## src/rtl/reg_bus_arbiter.sv

```systemverilog
// Two-master round-robin arbiter and sequencer for the shared 8-bit register bus.
// Define REG_ARB_TIMEOUT_EN to add the forced release of an abandoned bus lock.
module reg_bus_arbiter #(
    parameter int pBYTECNT_SIZE = 7,
    parameter int pRD_LATENCY   = 1,
    parameter int pLOCK_TIMEOUT = 1023
) (
    input  logic                     clk_usb,
    input  logic                     reset_i,

    input  logic                     m0_req,
    input  logic                     m0_lock,
    input  logic                     m0_write,
    input  logic [7:0]               m0_addr,
    input  logic [pBYTECNT_SIZE-1:0] m0_bytecnt,
    input  logic [7:0]               m0_wdata,
    output logic                     m0_ack,
    output logic [7:0]               m0_rdata,
    output logic                     m0_grant,

    input  logic                     m1_req,
    input  logic                     m1_lock,
    input  logic                     m1_write,
    input  logic [7:0]               m1_addr,
    input  logic [pBYTECNT_SIZE-1:0] m1_bytecnt,
    input  logic [7:0]               m1_wdata,
    output logic                     m1_ack,
    output logic [7:0]               m1_rdata,
    output logic                     m1_grant,

    output logic [7:0]               reg_address,
    output logic [pBYTECNT_SIZE-1:0] reg_bytecnt,
    output logic [7:0]               reg_datao,
    input  logic [7:0]               reg_datai,
    output logic                     reg_addrvalid,
    output logic                     reg_read,
    output logic                     reg_write,
    output logic                     lock_timeout
);

    typedef enum logic [2:0] {
        S_IDLE,
        S_SETUP,
        S_ACCESS,
        S_RDWAIT,
        S_DONE,
        S_HOLD
    } state_t;

    state_t state_q, state_d;

    logic       owner_q, owner_d;
    logic       gnt_q, gnt_d;
    logic       av_q, av_d;
    logic       last_q, last_d;
    logic       is_rd_q, is_rd_d;
    logic       rd_q, rd_d;
    logic       wr_q, wr_d;
    logic [1:0] ack_q, ack_d;
    logic [1:0] armed_q, armed_d;
    logic [2:0] rdcnt_q, rdcnt_d;
    logic       load;
    logic       cap;

    logic [7:0]               addr_q;
    logic [pBYTECNT_SIZE-1:0] bc_q;
    logic [7:0]               datao_q;
    logic [7:0]               rdata0_q;
    logic [7:0]               rdata1_q;

    logic [1:0] req_v;
    logic [1:0] elig;
    logic       own_lock;
    logic       own_write;
    logic       own_elig;

`ifdef REG_ARB_TIMEOUT_EN
    logic [9:0] tcnt_q, tcnt_d;
    logic       tmo_q, tmo_d;
    logic       own_req;
`else
    wire unused_lock_timeout = (pLOCK_TIMEOUT != 0);
`endif

    always_comb begin
        req_v     = {m1_req, m0_req};
        elig      = armed_q & req_v;
        own_lock  = owner_q ? m1_lock : m0_lock;
        own_write = owner_q ? m1_write : m0_write;
        own_elig  = owner_q ? elig[1] : elig[0];
`ifdef REG_ARB_TIMEOUT_EN
        own_req   = owner_q ? m1_req : m0_req;
`endif
    end

    // req low re-arms even in the ack cycle, so a dropped req is never lost
    always_comb begin
        armed_d = armed_q;
        for (int n = 0; n < 2; n++) begin
            if (state_q == S_DONE && owner_q == 1'(n))
                armed_d[n] = 1'b0;
            if (!req_v[n])
                armed_d[n] = 1'b1;
        end
    end

    always_comb begin
        state_d = state_q;
        owner_d = owner_q;
        gnt_d   = gnt_q;
        av_d    = av_q;
        last_d  = last_q;
        is_rd_d = is_rd_q;
        rd_d    = 1'b0;
        wr_d    = 1'b0;
        ack_d   = 2'b00;
        rdcnt_d = rdcnt_q;
        load    = 1'b0;
        cap     = 1'b0;
`ifdef REG_ARB_TIMEOUT_EN
        tcnt_d  = tcnt_q;
        tmo_d   = 1'b0;
`endif
        unique case (state_q)
            S_IDLE: begin
                if (elig != 2'b00) begin
                    owner_d = (elig == 2'b11) ? ~last_q : elig[1];
                    gnt_d   = 1'b1;
                    state_d = S_SETUP;
                end
            end
            S_SETUP: begin
                load    = 1'b1;
                av_d    = 1'b1;
                is_rd_d = ~own_write;
                wr_d    = own_write;
                rd_d    = ~own_write;
                state_d = S_ACCESS;
            end
            S_ACCESS: begin
                rdcnt_d = 3'd0;
                if (is_rd_q) begin
                    state_d = S_RDWAIT;
                end else begin
                    ack_d[owner_q] = 1'b1;
                    state_d        = S_DONE;
                end
            end
            S_RDWAIT: begin
                if (rdcnt_q == 3'(pRD_LATENCY - 1)) begin
                    cap            = 1'b1;
                    ack_d[owner_q] = 1'b1;
                    state_d        = S_DONE;
                end else begin
                    rdcnt_d = rdcnt_q + 3'd1;
                end
            end
            S_DONE: begin
                last_d = owner_q;
`ifdef REG_ARB_TIMEOUT_EN
                tcnt_d = 10'd0;
`endif
                if (own_lock) begin
                    state_d = S_HOLD;
                end else begin
                    gnt_d   = 1'b0;
                    av_d    = 1'b0;
                    state_d = S_IDLE;
                end
            end
            S_HOLD: begin
                if (!own_lock) begin
                    gnt_d   = 1'b0;
                    av_d    = 1'b0;
                    state_d = S_IDLE;
                end else if (own_elig) begin
`ifdef REG_ARB_TIMEOUT_EN
                    tcnt_d  = 10'd0;
`endif
                    state_d = S_SETUP;
                end
`ifdef REG_ARB_TIMEOUT_EN
                else if (!own_req) begin
                    tcnt_d = tcnt_q + 10'd1;
                    if (tcnt_d == 10'(pLOCK_TIMEOUT)) begin
                        tmo_d   = 1'b1;
                        gnt_d   = 1'b0;
                        av_d    = 1'b0;
                        state_d = S_IDLE;
                    end
                end
`endif
            end
            default: state_d = S_IDLE;
        endcase
    end

    always_ff @(posedge clk_usb) begin
        if (reset_i) begin
            state_q  <= S_IDLE;
            owner_q  <= 1'b0;
            gnt_q    <= 1'b0;
            av_q     <= 1'b0;
            last_q   <= 1'b1;
            is_rd_q  <= 1'b0;
            rd_q     <= 1'b0;
            wr_q     <= 1'b0;
            ack_q    <= 2'b00;
            armed_q  <= 2'b11;
            rdcnt_q  <= 3'd0;
            addr_q   <= 8'h00;
            bc_q     <= '0;
            datao_q  <= 8'h00;
            rdata0_q <= 8'h00;
            rdata1_q <= 8'h00;
        end else begin
            state_q <= state_d;
            owner_q <= owner_d;
            gnt_q   <= gnt_d;
            av_q    <= av_d;
            last_q  <= last_d;
            is_rd_q <= is_rd_d;
            rd_q    <= rd_d;
            wr_q    <= wr_d;
            ack_q   <= ack_d;
            armed_q <= armed_d;
            rdcnt_q <= rdcnt_d;
            if (load) begin
                addr_q  <= owner_q ? m1_addr : m0_addr;
                bc_q    <= owner_q ? m1_bytecnt : m0_bytecnt;
                datao_q <= owner_q ? m1_wdata : m0_wdata;
            end
            if (cap && !owner_q)
                rdata0_q <= reg_datai;
            if (cap && owner_q)
                rdata1_q <= reg_datai;
        end
    end

`ifdef REG_ARB_TIMEOUT_EN
    always_ff @(posedge clk_usb) begin
        if (reset_i) begin
            tcnt_q <= 10'd0;
            tmo_q  <= 1'b0;
        end else begin
            tcnt_q <= tcnt_d;
            tmo_q  <= tmo_d;
        end
    end

    assign lock_timeout = tmo_q;
`else
    assign lock_timeout = 1'b0;
`endif

    assign m0_ack        = ack_q[0];
    assign m1_ack        = ack_q[1];
    assign m0_grant      = gnt_q & ~owner_q;
    assign m1_grant      = gnt_q & owner_q;
    assign m0_rdata      = rdata0_q;
    assign m1_rdata      = rdata1_q;
    assign reg_address   = addr_q;
    assign reg_bytecnt   = bc_q;
    assign reg_datao     = datao_q;
    assign reg_addrvalid = av_q;
    assign reg_read      = rd_q;
    assign reg_write     = wr_q;

endmodule

```

## config.mk

```make
export PLATFORM = sky130hd
export DESIGN_NAME = reg_bus_arbiter
export DESIGN_NICKNAME = d
export VERILOG_FILES = /design/src/rtl/reg_bus_arbiter.sv
export SDC_FILE = /design/constraint.sdc
export NUM_CORES = 1
export LEC_CHECK = 0
export CAP_MARGIN = 20
export CORE_UTILIZATION = 35
export DETAILED_ROUTE_END_ITERATION = 6
export DONT_BUFFER_PORTS = 1
export GPL_ROUTABILITY_DRIVEN = 0
export GPL_TIMING_DRIVEN = 1
export PLACE_DENSITY_LB_ADDON = 0.3
export SYNTH_ARGS = -nofsm -noshare
export SYNTH_HDL_FRONTEND = slang
export SYNTH_SLANG_ARGS = --single-unit
```

## constraint.sdc

```tcl
create_clock -name clk_usb -period 1.5 [get_ports clk_usb]
set_clock_uncertainty 0.15 [all_clocks]
set_input_delay 0.225 -clock clk_usb [delete_from_list [all_inputs] [get_ports clk_usb]]
set_output_delay 0.225 -clock clk_usb [all_outputs]
set_load 0.02 [all_outputs]
```

==> results.cfg <==
[worst_setup_path]
worstPathRequired_ns = 1.56
worstPathMaxFanout = 8
critical_path.endpoint = m0_rdata[2]
reg2reg_to = m0_rdata[2]
r2r_start = rdcnt_q[1]
cp-start-kind = flip-flop
end_kind = flip-flop
setup.worst_path.start = rdcnt_q[1]
r2r_cells = 8
path_class = flip-flop to flip-flop
worst_ep_arrival_time_ns = 1.64
rrSetupSlack_ns = -0.08

[pwr]
swShare = 0.3290
comb_power_share = 0.282
power_w = 0.003910
pwr_density_cell_nw_per_um2 = 1227
peakVddDrop_mv = 0.6671
intPower_w = 0.002623
seqPwrFrac = 0.497
p_leak_nw = 1.236
power_switching_w = 0.001286
clkPwrFrac = 0.221

[grt]
grt_overflow = 0
grt_max_degree = 53
antenna_found_initial = 0
grt_first_pass_wirelength_mm = 9.080
grt_pass1_vias = 1907
track_usage = 0.1569

[sta]
setup_slack_ns = -0.07990
post-route-period-util = 1.053
final_hold_viol_count = 50
fmax_mhz = 633.0
fin_hold_ws_ns = -0.1732
slew_viol_final = 0
min_period_ns = 1.580
rsz0062_at_grt = yes
setup_viol = 19

[synthesis]
yosys.area.top_type = dfxtp_1
seq_area_frac_synth = 0.4619
async_flop_share = 0
synth_nets = 323
synth-seq-cells = 56
netlist.area_leader.share = 0.4619
postSynthAreaPerCell_um2 = 9.372
synth_edf_count = 0
syn-cell-area_um2 = 2427
synth_flop_cell = dfxtp_1
netlist_instances = 259
synth_cell_type_count = 36
yosys_warnings = 0
synth.most_common_cell = dfxtp_1
synth_commonest_cells = dfxtp_1 (56), nor2_1 (44), mux2i_1 (41), a211oi_1 (23), nand2_1 (12)
synth.area.top_cells = dfxtp_1 (46%), mux2i_1 (17%), a211oi_1 (7.1%)

[finish]
fin_area_um2 = 3187
drive_gt1_frac = 0.2997
flow.area_growth_from_synthesis_pct = 31.29
final_nets = 350
fill_cells = 618
diodes = 0

[route]
route.detailed.drc = 0
routedWlPerCell_um = 16.73
dr_total_vias = 1961
dr.pass1.iters = 4
via_per_inst = 5.387
wl_mm = 6.091
top_layer_used = met4
route.met3.wl_um = 368
ant_nets = 0
detail_route.iter0.violations = 101
met2_length_mm = 2.921
wl_met1_mm = 2.742

[clock_tree]
numCtsBuffers = 5
ctsRootBufferMaster = clkbuf_8
cts_hold_buf = 4
cts_tree = yes
worstSkewPairLatency_ns = 0.31
cts.sinks = 56
h-tree-depth = 2
path_clk_slew_ns = 0.10
clock_path_buffers = 2

[run_status]
violations = hold timing, setup timing
outcome = finished with violations

[min_path]
hp-class = input port to flip-flop

[floorplan]
die_w_um = 85.28
core_area_um2 = 6531
die-area_um2 = 7272
die_h_um = 85.28
io_pins = 109
initial_core_util = 0.3716
rows = 29

[placed_design]
io_buffers = 0
placed_area_um2 = 2624
hpwl_mm = 3.765

[flow_run]
maxCapViolCount = 0
worst max-delay path, cell delays in order, from the launching register on:
cell	delay, ns
dfxtp_2	0.34
inv_2	0.06
ha_4	0.12
nand3b_1	0.08
buf_4	0.15
nor3_4	0.15
buf_12	0.17
mux2i_2	0.20
nor2_1	0.05
what timing repair did:
action                                  in CTS  in global routing
pin swaps                                    9                 26
endpoints found under the setup margin      45                 48
resized for setup                           20                 34
gates cloned                                 1                  6
setup buffers                                6                  3
endpoints found under the hold margin       54                 50
per-stage QoR:
| stage | worst slack (ns) | setup TNS [ns] | std cells | utilization |
|---|---|---|---|---|
| 2_1_floorplan | -0.1255 | -1.684 | 259 | - |
| 3_3_place_gp | -0.1654 | -1.715 | 336 | 0.4017 |
| 3_5_place_dp | -0.1988 | -2.467 | 336 | 0.4017 |
| 4_1_cts | -0.05685 | -0.5856 | 355 | 0.4431 |
| 5_1_grt | -0.1633 | -2.443 | 364 | 0.4879 |
| 6_report | -0.07990 | -0.8107 | 364 | 0.4879 |
flip-flops by register name (all words and copies together) (netlist names), 2 cells and up:
signal,flops
reg_bytecnt,7
reg_datao,8
ack_q,2
armed_q,2
m1_rdata,8
rdcnt_q,3
state_q,3
m0_rdata,8
reg_address,8
worst min path at each step:
stage | start | to | slack (ns) | depth (start not counted)
finish | reset_i | m0_rdata[2] | -0.17 | 1
global route | reset_i | rdcnt_q[0] | -0.20 | 1
CTS | reset_i | rdcnt_q[1] | -0.19 | 1
detailed placement | reset_i | rdcnt_q[1] | 0.15 | 1
global placement | reset_i | rdcnt_q[1] | 0.15 | 1
floorplan | m0_req | armed_q[0] | 0.15 | 1
per-layer routing:
metal,GRT usage,up-vias
met5,0,-
met4,0.04697,0
met3,0.04669,6
met2,0.2632,66
met1,0.1950,929
li1,-,960
kinds of logic after synthesis:
kind of cell	share of synthesized area
compound gates	0.1273
fa+ha+maj	0.01031
buf+inv	0.05567
flops	0.4619
mux	0.1691
other cells	0.001545
simple gates	0.1742
final cells by class:
cell class,count,area (um2),area share
multi-input combinational,177,1350,0.4236
tap,77,96.34,0.03023
sequential,56,1136,0.3565
inverter,5,21.27,0.006675
timing repair buffer,41,490.5,0.1539
clock buffer,6,82.58,0.02591
clock inverter,2,10.01,0.003141
placed cells by master, fill, tap and decap left out, drive strengths merged:
cell type / Yosys / routed
nor2: 44 / 44
o21ai: 5 / 5
a21oi: 8 / 8
and3: 3 / 3
mux2i: 41 / 41
a22oi: 2 / 2
a32o: 1 / 1
ha: 2 / 2
or3b: 1 / 1
dfxtp: 56 / 56
a211oi: 23 / 23
nand3b: 1 / 1
nor3: 6 / 6
clkbuf: 8 / 10
nand2b: 2 / 2
o311ai: 1 / 1
inv: 5 / 5
a31oi: 2 / 2
nor4b: 1 / 1
o211a: 1 / 1
nand2: 12 / 12
a221oi: 1 / 1
o22ai: 1 / 1
conb: 1 / 1
buf: 13 / 33
dlygate4sd3: 0 / 4
clkinv: 0 / 2
nor2b: 7 / 7
and2: 3 / 3
or3: 2 / 2
nand3: 5 / 5
nor3b: 1 / 1
power groups by stage:
stage | registers, W | clock network [W] | logic (W)
global route | 0.00196 | 0.000952 | 0.00119
CTS | 0.00194 | 0.000894 | 0.000807
floorplan | 0.00192 | 0 | 0.000542
detailed placement | 0.00197 | 0 | 0.000693
finish | 0.00194 | 0.000862 | 0.00110
global placement | 0.00197 | 0 | 0.000673
Power figures use the tool's default switching activity.
